[config.mk]
export PLATFORM = sky130hd
export DESIGN_NAME = floo_eos_monitor
export DESIGN_NICKNAME = d
export VERILOG_FILES = /design/src/rtl/floo_eos_pkg.sv /design/src/rtl/floo_eos_monitor.sv
export SDC_FILE = /design/constraint.sdc
export NUM_CORES = 1
export LEC_CHECK = 0
export BUFFER_PORTS_ARGS = -buffer_cell sky130_fd_sc_hd__clkbuf_2
export CORE_MARGIN = 5
export CORE_UTILIZATION = 55
export DETAILED_ROUTE_END_ITERATION = 7
export GPL_ROUTABILITY_DRIVEN = 0
export GPL_TIMING_DRIVEN = 0
export MAX_ROUTING_LAYER = met4
export PLACE_DENSITY = 0.78
export SETUP_SLACK_MARGIN = 0.3
export SYNTH_ARGS = -nofsm -noshare
export SYNTH_HDL_FRONTEND = slang
export SYNTH_SLANG_ARGS = --single-unit
[constraint.sdc]
create_clock -name clk_i -period 5.96 [get_ports clk_i]
set_input_delay 0.298 -clock clk_i [delete_from_list [all_inputs] [get_ports clk_i]]
set_output_delay 0.298 -clock clk_i [all_outputs]
set_load 0.02 [all_outputs]
[src/rtl/floo_eos_pkg.sv]
// Shared types and width helpers for the end-of-simulation monitor.
package floo_eos_pkg;

  typedef enum logic [2:0] {
    EosIdle,
    EosRun,
    EosSettle,
    EosDone,
    EosTimeout
  } eos_state_e;

  // Index width for addressing n clusters; never narrower than one bit.
  function automatic int unsigned idx_width(input int unsigned n);
    return (n > 1) ? $clog2(n) : 1;
  endfunction

  // Width needed to hold a count from 0 to n inclusive.
  function automatic int unsigned cnt_width(input int unsigned n);
    return (n > 0) ? $clog2(n + 1) : 1;
  endfunction

endpackage

[src/rtl/floo_eos_monitor.sv]
// Sticky collector for per-cluster end-of-sim flags with a settle delay,
// a RUN-phase watchdog and completion statistics.
module floo_eos_monitor
  import floo_eos_pkg::*;
#(
  parameter int unsigned NumClusters   = 32,
  parameter int unsigned SettleCycles  = 100,
  parameter int unsigned TimeoutCycles = 1000000,
  parameter int unsigned CntWidth      = 32
) (
  input  logic                                 clk_i,
  input  logic                                 rst_ni,
  input  logic                                 start_i,
  input  logic                                 clear_i,
  input  logic [NumClusters-1:0]               eos_i,
  output logic [NumClusters-1:0]               done_mask_o,
  output logic [cnt_width(NumClusters)-1:0]    num_done_o,
  output logic                                 busy_o,
  output logic                                 done_o,
  output logic                                 timeout_o,
  output logic [CntWidth-1:0]                  cycles_o,
  output logic [CntWidth-1:0]                  last_done_cycle_o,
  output logic [idx_width(NumClusters)-1:0]    last_cluster_o
);

  localparam int unsigned IdxW = idx_width(NumClusters);
  localparam int unsigned NumW = cnt_width(NumClusters);
  localparam int unsigned SetW = cnt_width(SettleCycles);

  localparam logic [CntWidth-1:0] TimeoutLast = CntWidth'(TimeoutCycles - 1);
  localparam logic [SetW-1:0]     SettleLoad  = SetW'(SettleCycles - 1);

  function automatic logic [CntWidth-1:0] sat_inc(input logic [CntWidth-1:0] v);
    return (&v) ? v : v + 1'b1;
  endfunction

  // Trailing-zero count: index of the lowest set bit, 0 when none is set.
  function automatic logic [IdxW-1:0] lowest_set(input logic [NumClusters-1:0] v);
    logic [IdxW-1:0] idx;
    idx = '0;
    for (int i = NumClusters - 1; i >= 0; i--) begin
      if (v[i]) idx = IdxW'(i);
    end
    return idx;
  endfunction

  function automatic logic [NumW-1:0] popcount(input logic [NumClusters-1:0] v);
    logic [NumW-1:0] cnt;
    cnt = '0;
    for (int i = 0; i < NumClusters; i++) begin
      cnt = cnt + NumW'(v[i]);
    end
    return cnt;
  endfunction

  eos_state_e             state_q, state_d;
  logic [NumClusters-1:0] mask_q, mask_d;
  logic [CntWidth-1:0]    cycles_q, cycles_d;
  logic [CntWidth-1:0]    last_done_q, last_done_d;
  logic [IdxW-1:0]        last_cluster_q, last_cluster_d;
  logic [SetW-1:0]        settle_q, settle_d;
  logic                   busy_q, done_q, timeout_q;

  logic [NumClusters-1:0] mask_all;
  logic [NumClusters-1:0] new_bits;
  logic                   complete;
  logic                   timeout_hit;

  assign mask_all    = mask_q | eos_i;
  assign new_bits    = eos_i & ~mask_q;
  assign complete    = &mask_all;
  assign timeout_hit = (TimeoutCycles != 0) && (cycles_q == TimeoutLast);

  always_comb begin
    state_d        = state_q;
    mask_d         = mask_q;
    cycles_d       = cycles_q;
    last_done_d    = last_done_q;
    last_cluster_d = last_cluster_q;
    settle_d       = settle_q;

    case (state_q)
      EosIdle: begin
        if (start_i) state_d = EosRun;
      end
      EosRun: begin
        mask_d = mask_all;
        // Completion outranks the watchdog; the counter freezes on exit.
        if (complete) begin
          last_done_d    = cycles_q;
          last_cluster_d = lowest_set(new_bits);
          if (SettleCycles == 0) begin
            state_d = EosDone;
          end else begin
            state_d  = EosSettle;
            settle_d = SettleLoad;
          end
        end else if (timeout_hit) begin
          state_d = EosTimeout;
        end else begin
          cycles_d = sat_inc(cycles_q);
        end
      end
      EosSettle: begin
        if (settle_q == '0) state_d = EosDone;
        else                settle_d = settle_q - 1'b1;
      end
      default: ;
    endcase

    if (clear_i) begin
      state_d        = EosIdle;
      mask_d         = '0;
      cycles_d       = '0;
      last_done_d    = '0;
      last_cluster_d = '0;
      settle_d       = '0;
    end
  end

  always_ff @(posedge clk_i or negedge rst_ni) begin
    if (!rst_ni) begin
      state_q        <= EosIdle;
      mask_q         <= '0;
      cycles_q       <= '0;
      last_done_q    <= '0;
      last_cluster_q <= '0;
      settle_q       <= '0;
      busy_q         <= 1'b0;
      done_q         <= 1'b0;
      timeout_q      <= 1'b0;
    end else begin
      state_q        <= state_d;
      mask_q         <= mask_d;
      cycles_q       <= cycles_d;
      last_done_q    <= last_done_d;
      last_cluster_q <= last_cluster_d;
      settle_q       <= settle_d;
      busy_q         <= (state_d == EosRun) || (state_d == EosSettle);
      done_q         <= (state_d == EosDone);
      timeout_q      <= (state_d == EosTimeout);
    end
  end

  assign done_mask_o       = mask_q;
  assign num_done_o        = popcount(mask_q);
  assign busy_o            = busy_q;
  assign done_o            = done_q;
  assign timeout_o         = timeout_q;
  assign cycles_o          = cycles_q;
  assign last_done_cycle_o = last_done_q;
  assign last_cluster_o    = last_cluster_q;

endmodule

Word-level counts from Yosys, hierarchy flattened
Index checks and enable logic that the tools add are counted.
- muxes and demuxes: 55
- reductions and logical operators: 11
- add/sub/neg operators: 33
- bitwise logic cells: 3
- equal/unequal tests: 12
- operators by type and width (operator ; count):
    2-to-1 mux 32 bit ; 10
    2-to-1 mux 5 bit ; 35
    adder 6 x 1 -> 6 bit ; 26
    AND reduction 32 bit ; 2
    adder 32 x 1 -> 32 bit, second input constant ; 1
    bitwise AND 32 bit ; 1
    == test 32 x 20 -> 1 bit, second input constant ; 1
    inverter 32 bit ; 1
    OR 32 bit ; 1
    2-to-1 mux 7 bit ; 3
    2-to-1 mux 3 bit ; 5
    case mux 7 bit (2 select lines) ; 1
    == test 3 x 2 -> 1 bit, second input constant ; 3
    case mux 3 bit (3 select lines) ; 1
    zero test 7 bit ; 1
    subtractor 7 x 1 -> 7 bit, second input constant ; 1
    adder 5 x 1 -> 6 bit ; 1
    == test 3 x 1 -> 1 bit, second input constant ; 2
    != test 2 bit, second input constant ; 3
    != test 3 bit, second input constant ; 2
    adder 4 x 1 -> 5 bit ; 1
    adder 3 x 1 -> 4 bit ; 1
    AND reduction 4 bit ; 1
    nonzero test 2 bit ; 2
    8 further kinds ; 8
- word-level logic and storage cells: 123
- output and inout port bits: 110
- register bits: 114

Depth between registers and ports, before layout
- depth after elaboration: 37
- gate-level depth with buffers: 17

Worst setup path before layout
Ideal clock, no wire load.
- path type: reg-to-output
- from: register mask_q[17] (netlist: done_mask_o[17])
- to: output port num_done_o[4]
- stages on the path, launching flop included: 18
- data required time: 5.662 ns
- data arrival time: 4.740 ns
- slack: 0.922 ns
- cells stage by stage: dfrtp_1 fa_1 inv_1 fa_1 inv_1 fa_1 inv_1 fa_1 fa_1 fa_1 inv_1 ha_1 inv_1 fa_1 inv_1 a21o_1 a21oi_1 xnor2_1
- word-level cells in the longest chain between the ends: 15
- ends and longest elaborated chain (item ; line ; text):
    start: declaration ; floo_eos_monitor.sv:57 ; logic [NumClusters-1:0] mask_q, mask_d;
    start signal: assignment ; floo_eos_monitor.sv:134 ; mask_q <= mask_d;
    adder 6 x 1 -> 6 bit (15 in series) ; floo_eos_monitor.sv:51 ; cnt = cnt + NumW'(v[i]);
    end: declaration ; floo_eos_monitor.sv:17 ; output logic [cnt_width(NumClusters)-1:0] num_done_o,
No other way between the ends.

Worst setup path after layout
Same ends and word-level chain as after synthesis.

==> reports/metrics.yaml <==
outcome:
  status: "finished, final reports clean"
clock_tree:
  cts_root_buf: "clkbuf_16"
  numCtsBuffers: 17
  worst_skew_pair.late_latency_ps: 420
  cts_max_path_buffers: 2
  clk_pin_slew_ps: 60
  htreeDepth: 4
  hold_buffers: 0
  tritoncts: "built"
  cts_num_sinks: 114
synth:
  synth_seq_cells: 114
  postSynth.asyncResetShare: 1.00
  synth_edf_count: 0
  synth_area_leaders: "dfrtp_1 43%, fa_1 7.2%, a21oi_1 6.2%"
  synth_top_area_cell: "dfrtp_1"
  avgSynthCellArea_um2: 9.07
  synthCells: 740
  synth_cell_types: 59
  synth_top_area_frac: 0.425
  ys_seq_area_frac: 0.425
  syn_nets: 809
  ys_warn_count: 0
  yosysMostFrequentCell: "dfrtp_1"
  syn_area_um2: 6710
  synth_commonest_cells: "114 x dfrtp_1, 92 x nand2_1, 83 x a21oi_1"
  synth_ff_type: "dfrtp_1"
route:
  drc: 0
  drt-initial-drc-count: 671
  wl_per_cell_um: 19.0
  antenna_left: 0
  vias: 6622
  first_pass_iters: 8
  routed_via_density: 6.22
  routed_wirelength_um: 20200
global_routing:
  met2_usage: 0.475
  grt_max_degree: 115
  grt_pass1_wl_um: 33200
  grt_use_met3: 0.0692
  antenna_found_initial: 0
  gr-usage-met1: 0.352
  grt_pass1_vias: 6677
  grt_usage: 0.297
  busiest_layer: "met2"
  overflow: 0
die:
  design.core.area_um2: 12000
  dieWidth_um: 120
  io_pins: 146
  start_util: 0.561
  dieArea_um2: 14500
  rows: 40
  dieHeight_um: 120
layout:
  area_growth_pct: 23.4
  drive_gt1_frac: 0.237
  fin_nets: 974
  stdcell_count: 1065
  antenna_cells: 0
placed_design:
  dpl.hpwl_um: 14900
  port_buffers: 145
  numPlacedInstances: 1032
timing:
  drv_slew: 0
  skew_ps: 9.36
  rsz0062_at_grt: "no"
  period_share: 0.913
  slew_headroom: 0.400
  tns_ps: 0
  worst_pin_slew_ps: 900
  hold_viol_final: 0
  setup_viol: 0
  timing.hold.ws_ps: 17.7
  max_freq_ghz: 0.184
  final.min_clock_period_ps: 5440
critical_path:
  rr_startpoint: "done_mask_o[22]$_DFFE_PN0P_"
  critPathLaunchType: "flop"
  required_ps: 5660
  end_kind: "output pin"
  r2r_cells: 8
  r2r_slack_ps: 3280
  path_max_fanout: 4
  worstPathArrival_ps: 5150
  critPathKind: "flop to output pin"
  r2r-end: "cycles_o[18]$_DFFE_PN0P_"
pwr:
  powerDensity_nw_per_um2: 312
  p_int_uw: 1760
  p_sw_frac: 0.320
  peakVddDrop_mv: 0.529
  comb_power_share: 0.267
  p_seq_frac: 0.316
  switchingPower_uw: 827
  leakagePower_uw: 0.00393
  clockPowerShare: 0.417
worst_hold_path:
  hold_class: "primary input to asynchronous set/reset pin"
flow_run:
  cap_violations: 0
## flip-flops by register name (all words and copies together) (netlist names)
name               cells
cycles_o              32
done_mask_o           32
last_done_cycle_o     32
settle_q               7
last_cluster_o         5
state_q                3
busy_o                 1
done_o                 1
timeout_o              1
## cell usage in the layout (no fill, tap or decap), drive strengths merged, types with 4 or more instances in the layout
cell,netlist,final
clkbuf,18,183
dfrtp,114,114
nand2,92,92
a21oi,83,83
nor2,65,65
inv,47,48
fa,24,24
buf,22,24
nand4,22,22
nor2b,21,21
nand2b,20,20
o311ai,17,17
o22ai,16,16
nand3,16,16
nor4,16,16
or2,15,15
o41ai,15,15
o21ai,13,13
or4,9,9
mux2,9,9
ha,9,9
nor3,8,8
o31ai,8,8
and2,6,6
xnor2,5,5
o211ai,5,5
a41oi,4,4
a211oi,4,4
clkinvlp,0,4
## critical path, cell delays in order (launching register included)
cell	delay [ps]
dfrtp_2	430
fa_1	530
inv_1	80
fa_1	510
inv_1	50
fa_1	470
inv_1	50
fa_1	460
fa_1	510
fa_1	410
inv_1	70
ha_2	180
inv_1	50
fa_2	340
inv_1	60
a21o_1	100
a21oi_1	70
xnor2_1	180
buf_4	170
## how the worst max path moves through the flow
stage / start / endpoint / slack, ps / depth (start not counted)
3_5_place_dp: done_mask_o[17]$_DFFE_PN0P_ / num_done_o[4] / 890 / 18
5_1_grt: done_mask_o[17]$_DFFE_PN0P_ / num_done_o[4] / 310 / 18
6_report: done_mask_o[17]$_DFFE_PN0P_ / num_done_o[4] / 520 / 18
3_3_place_gp: done_mask_o[17]$_DFFE_PN0P_ / num_done_o[4] / 940 / 18
2_1_floorplan: done_mask_o[17]$_DFFE_PN0P_ / num_done_o[4] / 920 / 17
4_1_cts: done_mask_o[17]$_DFFE_PN0P_ / num_done_o[4] / 400 / 18
## layout make-up
class	instances	area, um2
inverter	47	176
buffer	40	178
timing repair buffer	146	744
clock buffer	21	480
fill	936	3680
tap	147	184
multi-input combinational	539	3510
sequential	114	2860
clock inverter	11	151
## logic make-up (layout without fill, tap and decap cells)
group	after synthesis	count (layout)	share of synthesized area
XOR/XNOR	6	6	0.00783
flip-flops	114	114	0.425
adder cells (fa/ha/maj)	33	33	0.0884
buffers and inverters	87	265	0.0528
multiplexers	9	9	0.0151
AO/OA/AOI/OAI	185	185	0.177
AND/OR/NAND/NOR	306	306	0.234
## power by group through the flow
| stage | Sequential, uW | Clock, uW | Combinational, uW |
|---|---|---|---|
| 6_report | 817 | 1080 | 691 |
| 2_1_floorplan | 841 | 0 | 473 |
| 4_1_cts | 816 | 1090 | 694 |
| 3_5_place_dp | 829 | 0 | 691 |
| 5_1_grt | 819 | 1120 | 780 |
| 3_3_place_gp | 828 | 0 | 672 |
## what timing repair did
item | in CTS | in global routing
gates resized for setup | 0 | 6
hold endpoints to repair | 0 | 0
setup buffers | 0 | 1
endpoints found under the setup margin | 0 | 1
## metrics by stage
step,util,setup slack [ps],instance area [um2],power [uW]
floorplan,-,922,6710,1310
global placement,0.637,940,7620,1500
detailed placement,0.638,890,7630,1520
CTS,0.691,400,8260,2600
global route,0.692,305,8280,2720
finish,0.692,516,8280,2590
## per-layer routing
| metal | part of all wire | up-vias |
|---|---|---|
| li1 | - | 2982 |
| met1 | 0.38 | 3157 |
| met2 | 0.48 | 401 |
| met3 | 0.091 | 82 |
| met4 | 0.042 | 0 |
| met5 | 0 | - |
No activity file was read; power rests on OpenSTA's default activity.
